[src/rtl/uart_pkg.sv]
// Shared UART constants and state encoding for the transmit and receive paths.
// Bit timing is derived from the 24 MHz system clock at 9600 baud.
package uart_pkg;

    localparam int unsigned CLK_HZ               = 24_000_000;
    localparam int unsigned BAUD                 = 9600;
    localparam int unsigned CLKS_PER_BIT_DEFAULT = CLK_HZ / BAUD;

    localparam int unsigned DATA_BITS   = 8;
    localparam logic        START_LEVEL = 1'b0;
    localparam logic        STOP_LEVEL  = 1'b1;

    typedef enum logic [1:0] {
        IDLE,
        START,
        DATA,
        STOP
    } uart_state_t;

endpackage

[src/rtl/uart_byte_fifo.sv]
// Synchronous FIFO with occupancy count; pushes when full and pops when empty are dropped.
// DEPTH must be a power of two so the pointers wrap naturally.
module uart_byte_fifo #(
    parameter int unsigned WIDTH = 8,
    parameter int unsigned DEPTH = 4
) (
    input  logic                     clk,
    input  logic                     rst_n,
    input  logic                     push,
    input  logic [WIDTH-1:0]         push_data,
    input  logic                     pop,
    output logic [WIDTH-1:0]         pop_data,
    output logic                     full,
    output logic                     empty,
    output logic [$clog2(DEPTH):0]   count
);

    localparam int unsigned AW = $clog2(DEPTH);

    logic [WIDTH-1:0] mem [DEPTH];
    logic [AW-1:0]    wr_ptr;
    logic [AW-1:0]    rd_ptr;
    logic             do_push;
    logic             do_pop;

    assign full     = (count == (AW + 1)'(DEPTH));
    assign empty    = (count == '0);
    assign do_push  = push && !full;
    assign do_pop   = pop && !empty;
    assign pop_data = mem[rd_ptr];

    always_ff @(posedge clk or negedge rst_n) begin
        if (!rst_n) begin
            wr_ptr <= '0;
            rd_ptr <= '0;
            count  <= '0;
        end else begin
            if (do_push) wr_ptr <= wr_ptr + 1'b1;
            if (do_pop)  rd_ptr <= rd_ptr + 1'b1;
            case ({do_push, do_pop})
                2'b10:   count <= count + 1'b1;
                2'b01:   count <= count - 1'b1;
                default: count <= count;
            endcase
        end
    end

    // Storage needs no reset: a slot is only read after it has been written.
    always_ff @(posedge clk) begin
        if (do_push) mem[wr_ptr] <= push_data;
    end

endmodule

[src/rtl/uart_tx_fifo.sv]
// 8N1 UART transmitter, LSB first, fed through a small byte FIFO.
// Frames run back-to-back when the buffer holds another byte at the end of a stop bit.
module uart_tx_fifo
    import uart_pkg::*;
#(
    parameter int unsigned CLKS_PER_BIT = CLKS_PER_BIT_DEFAULT,
    parameter int unsigned FIFO_DEPTH   = 4
) (
    input  logic                          clk,
    input  logic                          reset,
    input  logic [DATA_BITS-1:0]          tx_data,
    input  logic                          tx_valid,
    output logic                          tx_ready,
    output logic                          TxD,
    output logic                          busy,
    output logic [$clog2(FIFO_DEPTH):0]   fifo_count
);

    localparam int unsigned DIV_W = $clog2(CLKS_PER_BIT);
    localparam int unsigned BIT_W = $clog2(DATA_BITS);
    localparam logic [DIV_W-1:0] DIV_LAST = DIV_W'(CLKS_PER_BIT - 1);
    localparam logic [BIT_W-1:0] BIT_LAST = BIT_W'(DATA_BITS - 1);

    uart_state_t          state;
    logic [DIV_W-1:0]     div;
    logic [BIT_W-1:0]     bit_idx;
    logic [DATA_BITS-1:0] shift;
    logic [DATA_BITS-1:0] fifo_head;
    logic                 fifo_full;
    logic                 fifo_empty;
    logic                 fifo_pop;
    logic                 bit_done;

    assign bit_done = (div == DIV_LAST);
    // Pop either from idle or on the last cycle of a stop bit, giving gapless frames.
    assign fifo_pop = !fifo_empty && ((state == IDLE) || (state == STOP && bit_done));
    assign tx_ready = !fifo_full;
    assign busy     = (state != IDLE) || !fifo_empty;

    uart_byte_fifo #(
        .WIDTH (DATA_BITS),
        .DEPTH (FIFO_DEPTH)
    ) u_fifo (
        .clk       (clk),
        .rst_n     (reset),
        .push      (tx_valid),
        .push_data (tx_data),
        .pop       (fifo_pop),
        .pop_data  (fifo_head),
        .full      (fifo_full),
        .empty     (fifo_empty),
        .count     (fifo_count)
    );

    always_ff @(posedge clk or negedge reset) begin
        if (!reset) begin
            state   <= IDLE;
            div     <= '0;
            bit_idx <= '0;
            shift   <= '0;
            TxD     <= STOP_LEVEL;
        end else begin
            case (state)
                IDLE: begin
                    TxD <= STOP_LEVEL;
                    if (fifo_pop) begin
                        shift <= fifo_head;
                        div   <= '0;
                        state <= START;
                        TxD   <= START_LEVEL;
                    end
                end
                START: begin
                    if (bit_done) begin
                        div     <= '0;
                        bit_idx <= '0;
                        state   <= DATA;
                        TxD     <= shift[0];
                    end else begin
                        div <= div + 1'b1;
                    end
                end
                DATA: begin
                    if (bit_done) begin
                        div   <= '0;
                        shift <= shift >> 1;
                        if (bit_idx == BIT_LAST) begin
                            state <= STOP;
                            TxD   <= STOP_LEVEL;
                        end else begin
                            bit_idx <= bit_idx + 1'b1;
                            TxD     <= shift[1];
                        end
                    end else begin
                        div <= div + 1'b1;
                    end
                end
                STOP: begin
                    if (bit_done) begin
                        div <= '0;
                        if (fifo_pop) begin
                            shift <= fifo_head;
                            state <= START;
                            TxD   <= START_LEVEL;
                        end else begin
                            state <= IDLE;
                            TxD   <= STOP_LEVEL;
                        end
                    end else begin
                        div <= div + 1'b1;
                    end
                end
                default: begin
                    state <= IDLE;
                    TxD   <= STOP_LEVEL;
                end
            endcase
        end
    end

endmodule
[config.mk]
export PLATFORM = sky130hd
export DESIGN_NAME = uart_tx_fifo
export DESIGN_NICKNAME = d
export VERILOG_FILES = /design/src/rtl/uart_pkg.sv /design/src/rtl/uart_byte_fifo.sv /design/src/rtl/uart_tx_fifo.sv
export SDC_FILE = /design/constraint.sdc
export NUM_CORES = 1
export LEC_CHECK = 0
export ABC_AREA = 1
export ABC_CLOCK_PERIOD_IN_PS = 2900
export CAP_MARGIN = 15
export CORE_MARGIN = 1
export CORE_UTILIZATION = 35
export CTS_CLUSTER_SIZE = 12
export DETAILED_ROUTE_END_ITERATION = 10
export PLACE_DENSITY_LB_ADDON = 0.3
export SYNTH_ARGS = -nofsm -noshare
export SYNTH_HDL_FRONTEND = slang
export SYNTH_HIERARCHICAL = 1
export SYNTH_SLANG_ARGS = --single-unit
[constraint.sdc]
create_clock -name clk -period 2.9 [get_ports clk]
set_clock_uncertainty 0.15 [all_clocks]
set_input_delay 0.58 -clock clk [delete_from_list [all_inputs] [get_ports clk]]
set_output_delay 0.58 -clock clk [all_outputs]
set_load 0.02 [all_outputs]
# Yosys cells after proc, flatten, opt, wreduce, memory -nomap -nowiden
# Memory sizes are Yosys's and may differ from the RTL's.
# Cells that the tools add are included.
[classes] add_sub_neg=6 n_eq_ne=14 mux=27 reduce_logical=19
[op_table] cell="2-to-1 mux 12 bit" count=2
[op_table] cell="2-to-1 mux 8 bit" count=3
[op_table] cell="case mux 12 bit (2 select lines)" count=1
[op_table] cell="case mux 8 bit (3 select lines)" count=1
[op_table] cell="adder 12 x 1 -> 12 bit (second input constant)" count=1
[op_table] cell="== test 12 bit (second input constant)" count=1
[op_table] cell="case mux 3 bit (2 select lines)" count=2
[op_table] cell="2-to-1 mux 2 bit" count=5
[op_table] cell="inequality test 2 bit (second input constant)" count=5
[op_table] cell="2-to-1 mux 3 bit" count=3
[op_table] cell="2-to-1 mux 1 bit" count=8
[op_table] cell="case mux 2 bit (4 select lines)" count=1
[op_table] cell="adder 3 x 1 -> 3 bit (second input constant)" count=2
[op_table] cell="== test 2 bit (second input constant)" count=3
[op_table] cell="== test 3 bit (second input constant)" count=2
[op_table] cell="AND reduction 3 bit" count=2
[op_table] cell="nonzero test 2 bit" count=3
[op_table] cell="AND reduction 5 bit" count=1
[op_table] cell="adder 2 x 1 -> 2 bit (second input constant)" count=2
[op_table] cell="== test 2 x 1 -> 1 bit (second input constant)" count=2
[op_table] cell="logical AND 1 bit" count=4
[op_table] cell="case mux 1 bit (4 select lines)" count=1
[op_table] cell="AND reduction 4 bit" count=1
[op_table] cell="zero test 3 bit" count=1
[op_table] cell="7 further kinds" count=9
[totals] regBits=33 mem_bits_rw=32 input_bits=11 output_inout_bits=6 elab_cells=75 mem_count=1
[mem_list] name="u_fifo.mem" words=4 word_bits=8 read_ports=1 rd_clocked_by_memory_dff=0 wr=1 line_no="uart_byte_fifo.sv:20" source="logic [WIDTH-1:0] mem [DEPTH];"

# Longest topological paths before layout
# Gate-level depths: netlist of the first run.
[depth] depth_word=7 depth_mapped=17

# Modules after synthesis
# Netlist of the first run, hierarchy kept.
[by_module_without_submodules] module="uart_byte_fifo" n_inst=1 cells_per_inst=154 area_per_inst_um2=1741.7 seq_area_each_um2=1136.1
[by_module_without_submodules] module="uart_tx_fifo" n_inst=1 cells_per_inst=207 area_per_inst_um2=1586.5 seq_area_each_um2=651.9

# Worst setup path after synthesis of the first run
# OpenSTA, ideal clock, no wires.
[synth_path] kind="register -> register" start="register state[1]" end="register u_fifo.count[2]" arrival_time_ns=2.249 t_required_ns=2.633 path_slack_ns=0.384 path_stages_with_launch=16 synth_period_minus_slack_ns=2.516 cell_sequence="dfrtp_1 > inv_1 > ha_1 > inv_1 > a21oi_1 > nand2_4 > inv_1 > nand2_1 > inv_1 > ha_1 > inv_1 > fa_1 > nand2_1 > nand3_1 > nand2_1 > nand2_1"
[synth_via] elab_chain_len=7 elab_cells_between_ends=10 cone_classes="eq/ne (3); mux (1); reduce/logical (6)"
[synth_rtl] element="start: declaration" line_no="uart_tx_fifo.sv:24" source="uart_state_t state;"
[synth_rtl] element="start signal: assignment" line_no="uart_tx_fifo.sv:57" source="state <= IDLE;"
[synth_rtl] element="start signal: assignment" line_no="uart_tx_fifo.sv:69" source="state <= START;"
[synth_rtl] element="start signal: assignment" line_no="uart_tx_fifo.sv:77" source="state <= DATA;"
[synth_rtl] element="== test 2 bit" line_no="uart_tx_fifo.sv:36" source="assign fifo_pop = !fifo_empty && ((state == IDLE) || (state == STOP && bit_done));"
[synth_rtl] element="logical AND 1 bit" line_no="uart_tx_fifo.sv:36"
[synth_rtl] element="logical OR 1 bit (*)" line_no="uart_tx_fifo.sv:36"
[synth_rtl] element="logical AND 1 bit (*)" line_no="uart_tx_fifo.sv:36"
[synth_rtl] element="via fifo_pop" line_no="uart_tx_fifo.sv:31" source="logic fifo_pop;"
[synth_rtl] element="logical AND 1 bit (*)" line_no="uart_byte_fifo.sv:29" source="assign do_pop = pop && !empty;"
[synth_rtl] element="via u_fifo.do_pop" line_no="uart_byte_fifo.sv:24" source="logic do_pop;"
[synth_rtl] element="== test 2 x 1 -> 1 bit / == test 2 bit (equally long branches)" line_no="uart_byte_fifo.sv:40" source="case ({do_push, do_pop})"
[synth_rtl] element="case mux 3 bit (2 select lines) / nonzero test 2 bit (equally long branches)"
[synth_rtl] element="end signal: assignment" line_no="uart_byte_fifo.sv:41" source="2'b10: count <= count + 1'b1;"
[synth_rtl] element="end signal: assignment" line_no="uart_byte_fifo.sv:42" source="2'b01: count <= count - 1'b1;"
[synth_rtl] element="end signal: assignment" line_no="uart_byte_fifo.sv:43" source="default: count <= count;"
[synth_rtl] element="end: declaration" line_no="uart_byte_fifo.sv:15" source="output logic [$clog2(DEPTH):0] count"
# Mark *: on every way through the listed nets, which the timed path passes. The rest lies on a longest branch.
# A chain may end at the register's enable or synchronous reset.

# Final worst setup path of the first run
# Ends and elaborated chain as after synthesis.

==> summary.md, run 1 <==
| Metric | Value |
|---|---|
| Largest net degree at the start of global routing | `35` |
| Crit Path Max Fanout | `6` |
| Final Routed Wirelength | `6310 um` |
| CP top delay family | `adder cells` |
| Filler cells | `901` |
| Total gr overflow | `0` |
| Startpoint Class | `flop` |
| CTS Sinks | `65` |
| Top-count cell post-synth | `nand2_1` |
| CP max stage cell | `dfrtp_1` |
| Outcome | `finished clean` |
| Initial DRC Count | `117` |
| Multi-input logic area | `0.00128 mm^2` |
| CTS root buffer | `clkbuf_8` |
| Crit path cell chain | `inv_1 -> ha_1 -> inv_1 -> a21oi_1 -> nand2_4 -> inv_1 -> nand2_1 -> inv_1 -> ha_1 -> inv_1 -> fa_1 -> nand2_1 -> nand3_1 -> nand2_1 -> nand2_1` |
| Total GRT Usage | `14.3%` |
| Clock-pin slew on the worst setup and hold paths | `80 ps` |
| Total design power | `3.82 mW` |
| Max Slew Vio Count | `0` |
| MaxCap Viol Count | `0` |
| Area leader, netlist | `edfxtp_1` |
| Number of setup violations in the final report | `0` |
| DRC errors left | `0` |
| Yosys warnings | `6` |
| Cell Rows | `35` |
| CORE AREA | `0.00924 mm^2` |
| WL/cell | `12.0 um` |
| Netlist cell types | `31` |
| Synthesized cell area | `0.00333 mm^2` |
| Synth Area per Inst | `9.22 um^2` |
| Port-buffer cells | `16` |
| Vias per Instance | `4.62` |
| P per Cell Area | `984 mW/mm^2` |
| Clk Latency, worst-skew pair | `350 ps` |
| Worst Max-Slew Pin Slew | `487 ps` |
| WP buf/inv | `5` |
| Worst setup EP type | `flop` |
| Drt pass-1 iters | `4` |
| GRT Max-Usage Layer | `met2` |
| Placed Instances | `508` |
| P_leak | `1.76 nW` |
| Total Nets Final | `416` |
| Cts repair resizes | `0` |
| Final hold vios | `0` |
| Area grow syn2layout | `16.6%` |
| Starting Density | `36.0%` |
| Data required time of the worst path | `3000 ps` |
| First-pass GRT wire length | `10900 um` |
| Area contributors post-synth | `edfxtp_1 (29%), dfrtp_1 (24%), nand2_1 (13%), inv_1 (5.4%), ha_1 (5.3%)` |
| EDFF count, synth | `32` |
| Final period utilization | `92.9%` |
| Register area | `0.00179 mm^2` |
| Slew HR | `67.5%` |
| Critical path type | `reg2reg` |
| Chip width | `99.5 um` |
| CTS H-tree depth | `3` |
| Routing usage on met2 | `22.3%` |
| Layout Cells excl Fill | `524` |
| Die area | `0.00990 mm^2` |
| Top Ports | `17` |
| DIE HEIGHT | `99.5 um` |
| Synthesis-stage register bit count | `65` |
| Syn_nets | `387` |
| GRT met1 Usage | `18.9%` |
| Setup tns final | `0 ps` |
| Mapped Cells | `361` |
| Min Tclk post-route | `2690 ps` |
| Top-area cell type share of the netlist area | `28.9%` |
| GP Congestion | `0.832` |
| # diodes | `0` |
| GR Util met3 | `3.94%` |
| Crit-path max cell delay | `410 ps` |
| CTS buffer count | `9` |
| Top FF cell, synth | `edfxtp_1` |
| Post-DP HPWL | `4370 um` |
| CTS tree | `yes` |
| Share of post-route cells with drive strength above 1 | `10.4%` |
| Final hold slack | `325 ps` |
| Initial antenna violation count | `0` |
| Max frequency | `371 MHz` |
| RSZ-0062 raised after global routing | `no` |
| Post-CTS Setup Repair Bufs | `0` |
| Via total after detailed routing | `2421` |
| Tightest Hold Check Type | `reg2reg` |
| Post-synth ARST share | `50.8%` |
| Register area share after synthesis | `53.7%` |
| CTS max path bufs | `2` |
| Final ANT Viol Nets | `0` |
| Cts hold-fix bufs | `0` |
| Most frequent CP cell | `inv_1` |
| Worst VDD drop | `0.000373 V` |
| Worst EP arrival | `2790 ps` |
| Vias in the first global route | `2215` |
| Most frequent cells after synthesis | `nand2_1 (114), inv_1 (48), dfrtp_1 (32), edfxtp_1 (32), nand3_1 (26)` |
[power by group]
group          total, mW  internal [mW]  switching, mW
Sequential          1.37           1.22          0.150
Combinational       1.57          0.573          0.993
Clock              0.883          0.493          0.390
Total               3.82           2.29           1.53
[cells in the final DEF (no fill, tap or decap), types with 3 or more instances in the layout]
cell             count
o21ai_0             18
o211ai_1            16
ha_1                13
inv_6                3
nand2_1            114
nand4_1              7
nand2_4              4
clkdlybuf4s50_1     16
buf_4                9
o22ai_1              4
nor2_1              16
inv_1               48
inv_2                3
nand3_1             26
edfxtp_1            32
xor2_1               3
clkbuf_8             9
dfrtp_1             32
a21oi_1              3
[cell families after synthesis]
family,share of synthesized area [%]
xor gates and xnor gates,1.32
adders and majority gates,5.86
AOI/OAI and AO/OA,8.01
buffers and inverters,7.74
and+or+nand+nor,23.3
DFF,53.7
[final timing paths]
path / from / slack [ps] / endpoint / cells past startpoint
worst max register to register: state[1]$_DFFE_PN0P_ / 210 / u_fifo/count[2]$_DFFE_PN0P_ / 15
worst max-delay path: state[1]$_DFFE_PN0P_ / 210 / u_fifo/count[2]$_DFFE_PN0P_ / 15
min in group asynchronous: reset / 470 / div[10]$_DFFE_PN0N_ / 2
worst min register to register: shift[1]$_DFFE_PN0P_ / 330 / shift[1]$_DFFE_PN0P_ / 2
max in group asynchronous: reset / 1780 / TxD$_DFFE_PN1P_ / 2
worst min-delay path: shift[1]$_DFFE_PN0P_ / 330 / shift[1]$_DFFE_PN0P_ / 2
[worst reg2reg max path, cell delays in order (launching register included)]
cell,delay [ps]
dfrtp_1,410
inv_1,170
ha_1,260
inv_1,70
a21oi_1,290
nand2_4,100
inv_1,90
nand2_1,90
inv_1,80
ha_1,160
inv_1,70
fa_1,390
nand2_1,100
nand3_1,80
nand2_1,60
nand2_1,40
[routing by layer]
layer  vias to the layer above  wire, um
met5                         -         0
met4                         0        92
met3                        11       226
met2                        43      2980
met1                      1124      3010
li1                       1243         -
[flip-flops by register name (all words and copies together), names as in the netlist]
name	cells
bit_idx	3
u_fifo/rd_ptr	2
shift	8
TxD	1
u_fifo/mem	32
div	12
u_fifo/count	3
u_fifo/wr_ptr	2
state	2
[per-stage QoR]
| step | setup slack [ps] | util [%] | cell area, um^2 |
|---|---|---|---|
| 2_1_floorplan | 384 | - | 3330 |
| 3_3_place_gp | 356 | 39.6 | 3650 |
| 3_5_place_dp | 210 | 39.6 | 3650 |
| 4_1_cts | 213 | 42.0 | 3880 |
| 5_1_grt | 15.3 | 42.0 | 3880 |
| 6_report | 207 | 42.0 | 3880 |
[area by class of cell]
cell class              instances  area share, %
clock inverters                 7           2.58
clock buffers                   9           3.19
repair buffers                 25           5.87
well taps                     129           4.16
multi-input cells             237           33.1
inverters                      52           5.03
flip-flops and latches         65           46.1
Note: power is estimated with default switching activity, not from simulation.
==> inputs of run 2 (changes only) <==
--- a/config.mk
+++ b/config.mk
@@ -9,7 +9,7 @@
 export ABC_CLOCK_PERIOD_IN_PS = 2900
 export CAP_MARGIN = 15
 export CORE_MARGIN = 1
-export CORE_UTILIZATION = 35
+export CORE_UTILIZATION = 60
 export CTS_CLUSTER_SIZE = 12
 export DETAILED_ROUTE_END_ITERATION = 10
 export PLACE_DENSITY_LB_ADDON = 0.3
==> summary.md, run 2 (synthesis results as in run 1) <==
| Metric | Value |
|---|---|
| Outcome | `finished clean` |
| Tightest Hold Check Type | `reg2reg` |
| Final hold vios | `0 (unchanged)` |
| Total gr overflow | `0 (unchanged)` |
| Initial antenna violation count | `0 (unchanged)` |
| Startpoint Class | `flop` |
| CTS tree | `yes` |
| Vias per Instance | `5.33 (+15%)` |
| Crit Path Max Fanout | `8 (+2)` |
| Via total after detailed routing | `2463 (+1.7%)` |
| Number of setup violations in the final report | `0 (unchanged)` |
| CTS root buffer | `clkbuf_8` |
| MaxCap Viol Count | `0 (unchanged)` |
| Vias in the first global route | `2480 (+12%)` |
| Critical path type | `reg2reg` |
| Reg2reg setup slack | `250 ps (+50 ps)` |
| Hold Startpoint | `shift[5]$_DFFE_PN0P_` |
| GP Congestion | `0.866 (+4.2%)` |
| CTS max path bufs | `2 (unchanged)` |
| Final ANT Viol Nets | `0 (unchanged)` |
| Slew HR | `66.5% (-0.98 points)` |
| Min Tclk post-route | `2650 ps (-47.9 ps)` |
| Final core utilization | `71.5% (+30 points)` |
| Finished Cell Area | `0.00375 mm^2 (-3.5%)` |
| CORE AREA | `0.00524 mm^2 (-43%)` |
| Port-buffer cells | `16 (unchanged)` |
| Area grow syn2layout | `12.6%` |
| Flop pwr share | `37.7% (+1.8 points)` |
| DRC errors left | `0 (unchanged)` |
| Share of post-route cells with drive strength above 1 | `8.42% (-2.0 points)` |
| CTS buffer count | `9 (unchanged)` |
| P per Cell Area | `969 mW/mm^2 (-1.5%)` |
| WL/cell | `13.1 um (+9.0%)` |
| Cell Rows | `26 (-26%)` |
| CTS Sinks | `65 (unchanged)` |
| R2R cell count | `16 (+1)` |
| Setup tns final | `0 ps (unchanged)` |
| Commonest non-fill, non-tap cell in the layout | `nand2_1` |
| RSZ-0062 raised after global routing | `no` |
| Clk network pwr share | `19.4% (-3.7 points)` |
| DIE HEIGHT | `76.5 um (-23%)` |
| Total GRT Usage | `23.9% (+9.6 points)` |
| Final Routed Wirelength | `6060 um (-3.9%)` |
| Die area | `0.00585 mm^2 (-41%)` |
| Reg2Reg Capture Point | `u_fifo/count[2]$_DFFE_PN0P_` |
| # diodes | `0 (unchanged)` |
| Gate power share | `42.8% (+1.8 points)` |
| Most frequent cells in the layout | `nand2_1 (114), inv_1 (47), dfrtp_1 (32), edfxtp_1 (32), nand3_1 (26)` |
| Initial DRC Count | `152 (+30%)` |
| Worst VDD drop | `0.000551 V (+48%)` |
| Switching Fraction | `40.5% (+0.38 points)` |
| Clk Latency, worst-skew pair | `340 ps (about the same)` |
| Max reg flops | `32 (unchanged)` |
| CTS H-tree depth | `3 (unchanged)` |
| Starting Density | `63.5% (+28 points)` |
| Chip width | `76.5 um (-23%)` |
| Total Nets Final | `413 (-0.72%)` |
| P_int | `2.16 mW (-5.6%)` |
| Worst EP arrival | `2730 ps (-60 ps)` |
| Top Ports | `17 (unchanged)` |
| Cts hold-fix bufs | `0 (unchanged)` |
| Max Slew Vio Count | `0 (unchanged)` |
| P_sw | `1.47 mW (-4.1%)` |
| Hold EP | `shift[5]$_DFFE_PN0P_` |
| Largest net degree at the start of global routing | `35 (unchanged)` |
| Final period utilization | `91.2% (-1.7 points)` |
| Post-DP HPWL | `4230 um (-3.1%)` |
| Clock-pin slew on the worst setup and hold paths | `60 ps (-20 ps)` |
| Max frequency | `378 MHz (+1.8%)` |
| Worst setup EP type | `flop` |
| Most flop-heavy register | `u_fifo/mem` |
| Drt pass-1 iters | `5 (+1)` |
| Biggest regs | `u_fifo/mem: 32 flops, div: 12 flops, shift: 8 flops` |
| Data required time of the worst path | `2980 ps (-20 ps)` |
| Worst Setup SP | `div[0]$_DFFE_PN0N_` |
| Filler cells | `385 (-57%)` |
| First-pass GRT wire length | `10600 um (-2.7%)` |
| Worst Max-Slew Pin Slew | `501 ps (+14.6 ps)` |
| R2r startpoint | `div[0]$_DFFE_PN0N_` |
| WHS Path Cells | `2 (unchanged)` |
| P_leak | `1.72 nW (-2.2%)` |
| Dpl cell area | `0.00356 mm^2 (-2.6%)` |
[run 2: through the flow]
step | hold slack, ps | cells | power [mW] | setup WS, ps
final | 326 | 462 | 3.63 | 255
after global routing | 357 | 462 | 3.92 | 47.7
after CTS | 326 | 462 | 3.64 | 86.0
after detailed placement | 312 | 446 | 2.93 | 93.3
after global placement | 304 | 446 | 2.86 | 258
after floorplan | 134 | 361 | 2.56 | 384
[run 2: repair_timing]
item                                    CTS  global route
endpoints found under the setup margin    0             2
setup buffers                             0             0
resized for setup                         0             3
[run 2: layout make-up]
| class | instances | area [um^2] | share of cell area [%] |
|---|---|---|---|
| Inverter | 52 | 195 | 5.21 |
| Tap cell | 70 | 87.6 | 2.34 |
| Sequential cell | 65 | 1790 | 47.7 |
| Clock buffer | 10 | 128 | 3.41 |
| Timing Repair Buffer | 22 | 205 | 5.48 |
| Multi-Input combinational cell | 237 | 1290 | 34.5 |
| Clock inverter | 6 | 48.8 | 1.30 |
[run 2: worst max-delay path by stage]
stage | endpoint | slack, ps | cells past startpoint
after CTS | u_fifo/count[2]$_DFFE_PN0P_ | 90 | 15
after detailed placement | u_fifo/count[2]$_DFFE_PN0P_ | 90 | 15
after global routing | u_fifo/count[2]$_DFFE_PN0P_ | 50 | 16
after global placement | u_fifo/count[2]$_DFFE_PN0P_ | 260 | 15
after floorplan | u_fifo/count[2]$_DFFE_PN0P_ | 380 | 15
final | u_fifo/count[2]$_DFFE_PN0P_ | 250 | 16
[run 2: power by group through the flow]
| stage | registers [mW] | logic, mW | clock network, mW |
|---|---|---|---|
| after floorplan | 1.38 | 1.18 | 0 |
| after global placement | 1.38 | 1.48 | 0 |
| after detailed placement | 1.39 | 1.54 | 0 |
| after CTS | 1.37 | 1.55 | 0.720 |
| after global routing | 1.39 | 1.77 | 0.759 |
| final | 1.37 | 1.55 | 0.705 |
[run 2: per-layer routing]
layer / global-route usage (%) / routed length, um
met1: 26.1 / 2610
met2: 41.9 / 3070
met3: 5.87 / 248
met4: 14.4 / 128
met5: 0 / 0
[run 2: critical path, stage by stage, from the launching register on]
cell and delay (ps):
dfrtp_1 390, ha_1 270, nand2_1 90, nor2_2 130, nand3_4 160, nand2_4 150
nand2_4 80, inv_1 100, nand2_1 90, inv_1 70, ha_1 150, inv_1 60
fa_1 380, nand2_1 100, nand3_1 70, nand2_1 50, nand2_1 40
